**src/rtl/descrambler_pkg.sv**
```systemverilog
// Shared definitions for the multi-lane Interlaken receive descrambler:
// lane FSM encoding, control-word codes, header codes, LFSR taps and the
// bit-serial descramble helper used by every lane.
package descrambler_pkg;

  typedef enum logic [1:0] {
    ST_HUNT   = 2'd0,
    ST_VERIFY = 2'd1,
    ST_LOCKED = 2'd2
  } lane_state_e;

  localparam logic [1:0] CTRL_PAYLOAD = 2'b00;
  localparam logic [1:0] CTRL_SYNC    = 2'b01;
  localparam logic [1:0] CTRL_STATE   = 2'b10;

  localparam logic [1:0] HDR_DATA = 2'b01;
  localparam logic [1:0] HDR_CTRL = 2'b10;

  localparam logic [63:0] STATE_WORD_MARK = 64'h2800000000000000;

  // x^58 + x^39 + 1 expressed as taps on a 58-bit shift register
  localparam int unsigned LFSR_TAP_A = 38;
  localparam int unsigned LFSR_TAP_B = 57;

  typedef struct packed {
    logic [57:0] lfsr;
    logic [63:0] data;
  } descr_t;

  // Self-synchronous descramble of one word, bit 0 first; the received
  // (scrambled) bit is what shifts into the register.
  function automatic descr_t descramble_word(input logic [57:0] lfsr_in,
                                             input logic [63:0] din);
    descr_t      res;
    logic [57:0] s;
    s        = lfsr_in;
    res.data = '0;
    for (int i = 0; i < 64; i++) begin
      res.data[i] = din[i] ^ s[LFSR_TAP_A] ^ s[LFSR_TAP_B];
      s           = {s[56:0], din[i]};
    end
    res.lfsr = s;
    return res;
  endfunction

  // 3-bit saturating increment for the good/bad/mismatch counters
  function automatic logic [2:0] inc_sat3(input logic [2:0] v);
    return (v == 3'd7) ? v : v + 3'd1;
  endfunction

endpackage

```
**src/rtl/descrambler_lane.sv**
```systemverilog
// One Interlaken lane: meta-frame hunt/verify/lock FSM, frame position
// counter, sync/state hysteresis counters, descrambler LFSR and the
// single-cycle output register stage.
module descrambler_lane
  import descrambler_pkg::*;
#(
  parameter int unsigned META_FRAME_LEN     = 16,
  parameter logic [63:0] SYNC_WORD          = 64'h78f678f678f678f6,
  parameter int unsigned SYNC_LOCK_CNT      = 4,
  parameter int unsigned SYNC_LOSS_CNT      = 4,
  parameter int unsigned STATE_MISMATCH_CNT = 3
) (
  input  logic        clk,
  input  logic        srst,
  input  logic        passthrough_i,
  input  logic [63:0] data_i,
  input  logic [1:0]  header_i,
  input  logic        valid_i,
  output logic [63:0] data_o,
  output logic [1:0]  header_o,
  output logic        valid_o,
  output logic [1:0]  ctrl_o,
  output logic        locked_o,
  output logic        sync_err_o,
  output logic        state_err_o,
  output logic        hdr_err_o
);

  localparam int unsigned   CW       = $clog2(META_FRAME_LEN);
  localparam logic [CW-1:0] POS_SYNC = '0;
  localparam logic [CW-1:0] POS_STATE = CW'(1);
  localparam logic [CW-1:0] POS_LAST = CW'(META_FRAME_LEN - 1);
  localparam logic [2:0]    LOCK_THR = 3'(SYNC_LOCK_CNT);
  localparam logic [2:0]    LOSS_THR = 3'(SYNC_LOSS_CNT);
  localparam logic [2:0]    MISM_THR = 3'(STATE_MISMATCH_CNT);

  lane_state_e   state_q, state_d;
  logic [CW-1:0] ctr_q, ctr_d;
  logic [2:0]    good_q, good_d;
  logic [2:0]    bad_q, bad_d;
  logic [2:0]    mism_q, mism_d;
  logic [57:0]   lfsr_q, lfsr_d;

  logic [63:0] data_q, data_d;
  logic [1:0]  header_q;
  logic        valid_q;
  logic [1:0]  ctrl_q, ctrl_d;
  logic        sync_err_q, sync_err_d;
  logic        state_err_q, state_err_d;
  logic        hdr_err_q;

  logic        sync_match;
  logic        state_match;
  logic [2:0]  bad_inc;
  logic [2:0]  mism_inc;
  descr_t      descr;

  // Next-state and next-output decode for one incoming word
  always_comb begin
    state_d     = state_q;
    ctr_d       = ctr_q;
    good_d      = good_q;
    bad_d       = bad_q;
    mism_d      = mism_q;
    lfsr_d      = lfsr_q;
    data_d      = data_i;
    ctrl_d      = CTRL_PAYLOAD;
    sync_err_d  = 1'b0;
    state_err_d = 1'b0;
    sync_match  = (data_i == SYNC_WORD);
    state_match = (data_i[57:0] == lfsr_q);
    bad_inc     = inc_sat3(bad_q);
    mism_inc    = inc_sat3(mism_q);
    descr       = descramble_word(lfsr_q, data_i);

    if (passthrough_i) begin
      state_d = ST_HUNT;
      ctr_d   = '0;
      good_d  = '0;
      bad_d   = '0;
      mism_d  = '0;
      lfsr_d  = '1;
    end else if (valid_i) begin
      // Once framed, every valid word advances the meta-frame position
      if (state_q != ST_HUNT) begin
        ctr_d = (ctr_q == POS_LAST) ? '0 : ctr_q + 1'b1;
        if (ctr_q == POS_SYNC) begin
          ctrl_d = CTRL_SYNC;
        end else if (ctr_q == POS_STATE) begin
          ctrl_d = CTRL_STATE;
        end
      end

      case (state_q)
        ST_HUNT: begin
          if (sync_match && header_i == HDR_CTRL) begin
            state_d = ST_VERIFY;
            ctr_d   = POS_STATE;
            good_d  = 3'd1;
          end
        end
        ST_VERIFY: begin
          if (ctr_q == POS_SYNC) begin
            if (sync_match) begin
              good_d = inc_sat3(good_q);
            end else begin
              state_d = ST_HUNT;
            end
          end else if (ctr_q == POS_STATE && good_q == LOCK_THR) begin
            lfsr_d  = data_i[57:0];
            bad_d   = '0;
            mism_d  = '0;
            state_d = ST_LOCKED;
            data_d  = STATE_WORD_MARK;
          end
        end
        ST_LOCKED: begin
          if (ctr_q == POS_SYNC) begin
            if (sync_match) begin
              bad_d = '0;
            end else begin
              sync_err_d = 1'b1;
              bad_d      = bad_inc;
              if (bad_inc >= LOSS_THR) begin
                state_d = ST_HUNT;
              end
            end
          end else if (ctr_q == POS_STATE) begin
            if (state_match) begin
              mism_d = '0;
              data_d = STATE_WORD_MARK;
            end else begin
              state_err_d = 1'b1;
              mism_d      = mism_inc;
              lfsr_d      = data_i[57:0];
              if (mism_inc >= MISM_THR) begin
                state_d = ST_HUNT;
              end else begin
                data_d = STATE_WORD_MARK;
              end
            end
          end else begin
            data_d = descr.data;
            lfsr_d = descr.lfsr;
          end
        end
        default: state_d = ST_HUNT;
      endcase
    end
  end

  // State, counters, LFSR and aligned output registers
  always_ff @(posedge clk) begin
    if (srst) begin
      state_q     <= ST_HUNT;
      ctr_q       <= '0;
      good_q      <= '0;
      bad_q       <= '0;
      mism_q      <= '0;
      lfsr_q      <= '1;
      data_q      <= '0;
      header_q    <= '0;
      valid_q     <= 1'b0;
      ctrl_q      <= CTRL_PAYLOAD;
      sync_err_q  <= 1'b0;
      state_err_q <= 1'b0;
      hdr_err_q   <= 1'b0;
    end else begin
      state_q     <= state_d;
      ctr_q       <= ctr_d;
      good_q      <= good_d;
      bad_q       <= bad_d;
      mism_q      <= mism_d;
      lfsr_q      <= lfsr_d;
      data_q      <= data_d;
      header_q    <= header_i;
      valid_q     <= valid_i;
      ctrl_q      <= ctrl_d;
      sync_err_q  <= sync_err_d;
      state_err_q <= state_err_d;
      hdr_err_q   <= valid_i && (header_i != HDR_DATA) && (header_i != HDR_CTRL);
    end
  end

  assign data_o      = data_q;
  assign header_o    = header_q;
  assign valid_o     = valid_q;
  assign ctrl_o      = ctrl_q;
  assign locked_o    = (state_q == ST_LOCKED);
  assign sync_err_o  = sync_err_q;
  assign state_err_o = state_err_q;
  assign hdr_err_o   = hdr_err_q;

endmodule

```
**src/rtl/descrambler_multi.sv**
```systemverilog
// Multi-lane Interlaken receive descrambler: LANES fully independent
// descrambler_lane instances sharing clock, reset and the global bypass.
module descrambler_multi
  import descrambler_pkg::*;
#(
  parameter int unsigned LANES              = 4,
  parameter int unsigned META_FRAME_LEN     = 16,
  parameter logic [63:0] SYNC_WORD          = 64'h78f678f678f678f6,
  parameter int unsigned SYNC_LOCK_CNT      = 4,
  parameter int unsigned SYNC_LOSS_CNT      = 4,
  parameter int unsigned STATE_MISMATCH_CNT = 3
) (
  input  logic                  USER_CLK,
  input  logic                  SYSTEM_RESET,
  input  logic [64*LANES-1:0]   DATA_IN,
  input  logic [2*LANES-1:0]    HEADER_IN,
  input  logic [LANES-1:0]      DATA_VALID,
  input  logic                  PASSTHROUGH,
  output logic [64*LANES-1:0]   DATA_OUT,
  output logic [2*LANES-1:0]    HEADER_OUT,
  output logic [LANES-1:0]      VALID_OUT,
  output logic [2*LANES-1:0]    CTRL_WORD,
  output logic [LANES-1:0]      LOCKED,
  output logic [LANES-1:0]      SYNC_ERR,
  output logic [LANES-1:0]      STATE_ERR,
  output logic [LANES-1:0]      HDR_ERR
);

  genvar gi;
  generate
    for (gi = 0; gi < LANES; gi++) begin : g_lane
      descrambler_lane #(
        .META_FRAME_LEN     (META_FRAME_LEN),
        .SYNC_WORD          (SYNC_WORD),
        .SYNC_LOCK_CNT      (SYNC_LOCK_CNT),
        .SYNC_LOSS_CNT      (SYNC_LOSS_CNT),
        .STATE_MISMATCH_CNT (STATE_MISMATCH_CNT)
      ) u_lane (
        .clk           (USER_CLK),
        .srst          (SYSTEM_RESET),
        .passthrough_i (PASSTHROUGH),
        .data_i        (DATA_IN[64*gi +: 64]),
        .header_i      (HEADER_IN[2*gi +: 2]),
        .valid_i       (DATA_VALID[gi]),
        .data_o        (DATA_OUT[64*gi +: 64]),
        .header_o      (HEADER_OUT[2*gi +: 2]),
        .valid_o       (VALID_OUT[gi]),
        .ctrl_o        (CTRL_WORD[2*gi +: 2]),
        .locked_o      (LOCKED[gi]),
        .sync_err_o    (SYNC_ERR[gi]),
        .state_err_o   (STATE_ERR[gi]),
        .hdr_err_o     (HDR_ERR[gi])
      );
    end
  endgenerate

endmodule

```
**config.mk**
```make
export PLATFORM = sky130hd
export DESIGN_NAME = descrambler_multi
export DESIGN_NICKNAME = d
export VERILOG_FILES = /design/src/rtl/descrambler_pkg.sv /design/src/rtl/descrambler_lane.sv /design/src/rtl/descrambler_multi.sv
export SDC_FILE = /design/constraint.sdc
export NUM_CORES = 2
export LEC_CHECK = 0
export CAP_MARGIN = 40
export CORE_UTILIZATION = 54
export CTS_CLUSTER_DIAMETER = 80
export DETAILED_ROUTE_END_ITERATION = 16
export GPL_TIMING_DRIVEN = 0
export PLACE_DENSITY = 0.78
export SLEW_MARGIN = 20
export SYNTH_ARGS = -nofsm -noshare
export SYNTH_HDL_FRONTEND = slang
export SYNTH_SLANG_ARGS = --single-unit
export TNS_END_PERCENT = 100
```
**constraint.sdc**
```tcl
create_clock -name USER_CLK -period 2.85 [get_ports USER_CLK]
set_input_delay 0.285 -clock USER_CLK [delete_from_list [all_inputs] [get_ports USER_CLK]]
set_output_delay 0.285 -clock USER_CLK [all_outputs]
set_load 0.05 [all_outputs]
```
==> flow_results.org <==
** Drt
- Via density :: 6.45
- Via count :: 36000
- Antenna violation net count after detailed routing :: 0
- For this block, the initial DRC count from the detailed router was 5126.
- Pre-Repair DR Iteration Count :: 9
- Total detailed-routing wirelength :: 140000 um
- In the routed design, unresolved DRC markers number 0.
- Post-detailed-route wirelength per cell :: 25.1 um

** Run status
- Outcome :: finished with violations
- Failing checks :: negative setup slack

** Clock network
- The number of clock buffers added by TritonCTS is 66.
- The tree built by TritonCTS fans out to 580 sinks.
- CTS tree :: built
- The clock reaches the later pin of the worst-skew pair after 0.61 ns.
- Counting along the longest clock path gives a buffer depth of 3.
- Buffer type at the clock tree root :: sky130_fd_sc_hd__clkbuf_16
- Register clock-pin slew on the reported worst setup and hold paths :: 0.06 ns
- H-tree lvl count :: 3

** Global route
- Global routing finished with a remaining overflow of 0.
- The initial antenna violation count came to 7.
- Global Route Usage Sum :: 0.425
- Global-route wire length before repair :: 205000 um
- Pin count of the biggest net entering global routing :: 14
- Number of global-route vias before repair :: 32800

** Worst setup path
- STA puts the critical path data required time at around 3.3 ns.
- On the worst path, the slowest cell contributes a delay of 0.58 ns.
- Critical path's slowest cell :: sky130_fd_sc_hd__or4_4
- For the worst setup path, the data arrival time is 3.34 ns.
- Of all nets on the critical path, the largest fanout is 10.
- By startpoint and endpoint, the worst setup path is classified as reg -> reg.
- The worst register-to-register path ends at g_lane[0].u_lane.data_o[20].
- The startpoint identified for the worst register-to-register timing path is g_lane[0].u_lane.lfsr_q[40].
- Across all register-to-register paths, the minimum setup slack is -0.04 ns.
- STA classifies the critical path startpoint as a register.
- The number of cells on the worst reg-to-reg path is 7.
- Critical Path Most Common Cell :: sky130_fd_sc_hd__or4_4
- STA classifies the critical path endpoint as a register.
- Critical-path cell list :: xnor2_2 > nand4_1 > or4_4 > or4_4 > a21boi_4 > buf_2 > a31oi_1

** Placement
- Once placement completed, the tool counted placed cells totaling 5439.
- Once detailed placement completed, the half-perimeter wirelength came to 104000 um.
- Count of buffers from port buffering :: about 440
- Routability-driven placement finished with a final weighted congestion of about 1.1.
- Place WS :: -0.822 ns

** Synth
- Yosys mapped the design onto 89 distinct sky130hd cell types.
- sky130_fd_sc_hd__dfxtp_1 takes more of the synthesized area than any other cell.
- In this run, synthesis inferred 0 flip-flops with an integrated enable.
- Commonest register cell after synthesis :: sky130_fd_sc_hd__dfxtp_1
- After synthesis, the mean cell area works out to 7.92 um^2.
- Synth top cells by count :: 580 x sky130_fd_sc_hd__dfxtp_1, 580 x sky130_fd_sc_hd__nor2_1, 494 x sky130_fd_sc_hd__nand2_1
- Warning count from the yosys run :: 0
- Portion of the post-synthesis area used by sequential elements :: 0.349
- Area fraction of the dominant cell type after synthesis :: 0.349
- Syn Inst Count :: 4204
- After synthesis, the share of flip-flops with an asynchronous set or reset is 0.
- Synth Cell Area :: 0.0333 mm^2
- The number of nets in the synthesized netlist is 4519.
- Synthesis-stage register bit count :: 580
- Yosys attributes the largest share of cell area to sky130_fd_sc_hd__dfxtp_1 35%, sky130_fd_sc_hd__xnor2_1 7.3%, sky130_fd_sc_hd__nor2_1 6.5%, sky130_fd_sc_hd__xor2_1 6.0%, sky130_fd_sc_hd__nand2_1 5.6%.

** Die
- Starting density of the core :: 0.549
- The floorplan step set the die height to 250 um.
- Area enclosed by the die boundary :: roughly 0.063 mm^2
- Measured along the x axis, the die boundary spans 250 um.
- The region available for standard cell placement spans 0.0607 mm^2.
- Top-Level Pins :: roughly 560
- In this run the core area contains 90 standard-cell rows.

** Power and ir drop
- Pwr dens :: between 500 and 600 mW/mm^2
- Overall power of the completed layout :: 20.9 mW
- Summed over all cells, the static leakage comes to 16.3 nW.
- Max IR drop VDD :: 0.481 mV

** Timing
- Sum of negative setup slack :: -0.407 ns
- Fin crit share :: 1.01
- Counting I/O delays and the setup requirement, the final critical path takes 2.89 ns.
- Setup violations remaining at the end of the flow were counted as 22.
- For this run, the top clock speed supported by timing is 0.346 GHz.
- For the final database, setup skew stands at 0.0178 ns.
- Final Hold Violating Endpoints :: 0
- The count of pins over their slew limit is 0.
- Slew headroom :: 0.405
- Worst Tran Pin Value :: roughly 0.89 ns
- Once routing completed, OpenROAD measured the worst setup slack at -0.0406 ns.

** Finish
- Total Nets Final :: 5063
- Post-synthesis to final-layout area growth :: 25.7%
- Of the cells placed in the final design, the portion with a size suffix greater than 1 is 0.0800.
- Measured on the finished design, the core utilization comes to 0.690.
- After the flow finishes, the layout carries non-filler instances totaling 5585.

** Hold path
- The worst hold path begins at DATA_IN[138].
- The path with the worst hold slack has its endpoint at g_lane[2].u_lane.data_o[10].
- The worst hold path belongs to the class in -> reg.
- The worst hold path passes through 2 cells.

** Job
- Across the run, the number of max-cap violations was 0.
[logic make-up after synthesis]
group / Yosys count / synth area share
multiplexers: 73 / 0.0222
adder cells (fa/ha/maj): 44 / 0.0165
AO/OA/AOI/OAI: 956 / 0.195
AND/OR/NAND/NOR: 1597 / 0.225
XOR/XNOR: 504 / 0.133
buffers and inverters: 450 / 0.0600
flip-flops: 580 / 0.349
[worst max-delay path, delay by kind of cell, from the launching register on]
kind                      cells  cell delay, ns
buffers and inverters         1            0.31
and+or+nand+nor               3            1.28
xor gates and xnor gates      1            0.28
AOI/OAI and AO/OA             2            0.50
DFF                           1            0.37
[what timing repair did]
| action | CTS | global route |
|---|---|---|
| endpoints found under the hold margin | 1 | 0 |
| cloned | 0 | 1 |
| endpoints found under the setup margin | 406 | 449 |
| hold buffers | 1 | 0 |
| resized for setup | 57 | 131 |
| pin swaps | 3 | 11 |
| setup buffers | 4 | 15 |
[cell usage in the layout (no fill, tap or decap), types with 25 or more instances in the layout]
master	count
sky130_fd_sc_hd__a41oi_1	77
sky130_fd_sc_hd__and2_1	72
sky130_fd_sc_hd__a21oi_1	229
sky130_fd_sc_hd__mux2i_1	70
sky130_fd_sc_hd__nand2_1	489
sky130_fd_sc_hd__inv_1	37
sky130_fd_sc_hd__clkbuf_1	255
sky130_fd_sc_hd__o21ai_0	142
sky130_fd_sc_hd__o311ai_1	108
sky130_fd_sc_hd__o311ai_0	61
sky130_fd_sc_hd__xor2_1	228
sky130_fd_sc_hd__clkdlybuf4s50_1	442
sky130_fd_sc_hd__nor2_1	576
sky130_fd_sc_hd__buf_2	33
sky130_fd_sc_hd__dfxtp_1	559
sky130_fd_sc_hd__clkbuf_2	50
sky130_fd_sc_hd__a31oi_1	132
sky130_fd_sc_hd__nand4b_1	26
sky130_fd_sc_hd__a311oi_1	37
sky130_fd_sc_hd__buf_4	56
sky130_fd_sc_hd__buf_6	25
sky130_fd_sc_hd__o21bai_1	60
sky130_fd_sc_hd__nor3_1	144
sky130_fd_sc_hd__clkbuf_16	74
sky130_fd_sc_hd__xnor2_1	270
sky130_fd_sc_hd__nor4_1	54
sky130_fd_sc_hd__nand2b_1	26
sky130_fd_sc_hd__ha_1	44
sky130_fd_sc_hd__nand4_1	50
[power by group]
part           leakage [nW]  switching, mW  internal (mW)
clock                  1.18           3.70           5.80
sequential             4.75         0.0590           8.31
combinational          10.3           2.05           1.02
total                  16.3           5.81           15.1
[how the worst max path moves through the flow]
| stage | to | cells after the start | start | slack, ns |
|---|---|---|---|---|
| 6_report | g_lane[0].u_lane.data_o[20] | 7 | g_lane[0].u_lane.lfsr_q[40] | -0.04 |
| 5_1_grt | g_lane[3].u_lane.data_o[1] | 11 | g_lane[3].u_lane.ctr_q[1] | -0.02 |
| 4_1_cts | g_lane[3].u_lane.data_o[15] | 11 | g_lane[3].u_lane.ctr_q[1] | 0.0006 |
| 3_5_place_dp | g_lane[0].u_lane.data_o[47] | 9 | DATA_IN[19] | -0.82 |
| 3_3_place_gp | g_lane[3].u_lane.data_o[62] | 9 | DATA_IN[211] | -1.17 |
| 2_1_floorplan | g_lane[3].u_lane.lfsr_q[40] | 10 | g_lane[3].u_lane.ctr_q[0] | 0.32 |
[layout make-up]
type / instances / area [um^2]
multi-input combinational: 3174 / 20000
fill: 5109 / 18800
sequential: 580 / 11600
timing repair buffer: 479 / 4790
clock buffer: 93 / 2000
buffer: 409 / 1930
tap: 782 / 978
clock inverter: 25 / 380
inverter: 38 / 143
antenna: 5 / 12.5
[flip-flops by register name (all words and copies together) (netlist names)]
name and cells:
g_lane.u_lane.bad_q 12, g_lane.u_lane.ctr_q 16, g_lane.u_lane.ctrl_o 8, g_lane.u_lane.data_o 256, g_lane.u_lane.good_q 12, g_lane.u_lane.hdr_err_o 4, g_lane.u_lane.header_o 8, g_lane.u_lane.lfsr_q 232
g_lane.u_lane.mism_q 12, g_lane.u_lane.state_err_o 4, g_lane.u_lane.state_q 8, g_lane.u_lane.sync_err_o 4, g_lane.u_lane.valid_o 4
[metrics by stage]
step	hold WS (ns)	area, um^2
after floorplan	0.386	33300
after global placement	0.462	38700
after detailed placement	0.465	38800
after CTS	0.00679	41400
after global routing	0.0410	41900
final	0.0327	41900
[metal layers]
metal	share of wire	routed length (um)	vias to the layer above	GRT usage
li1	-	-	15900	-
met1	0.38	53100	16700	0.559
met2	0.42	58600	2829	0.627
met3	0.14	19600	616	0.118
met4	0.064	8940	8	0.239
met5	0.00040	56	-	0
No activity file was read; power rests on OpenSTA's default activity.
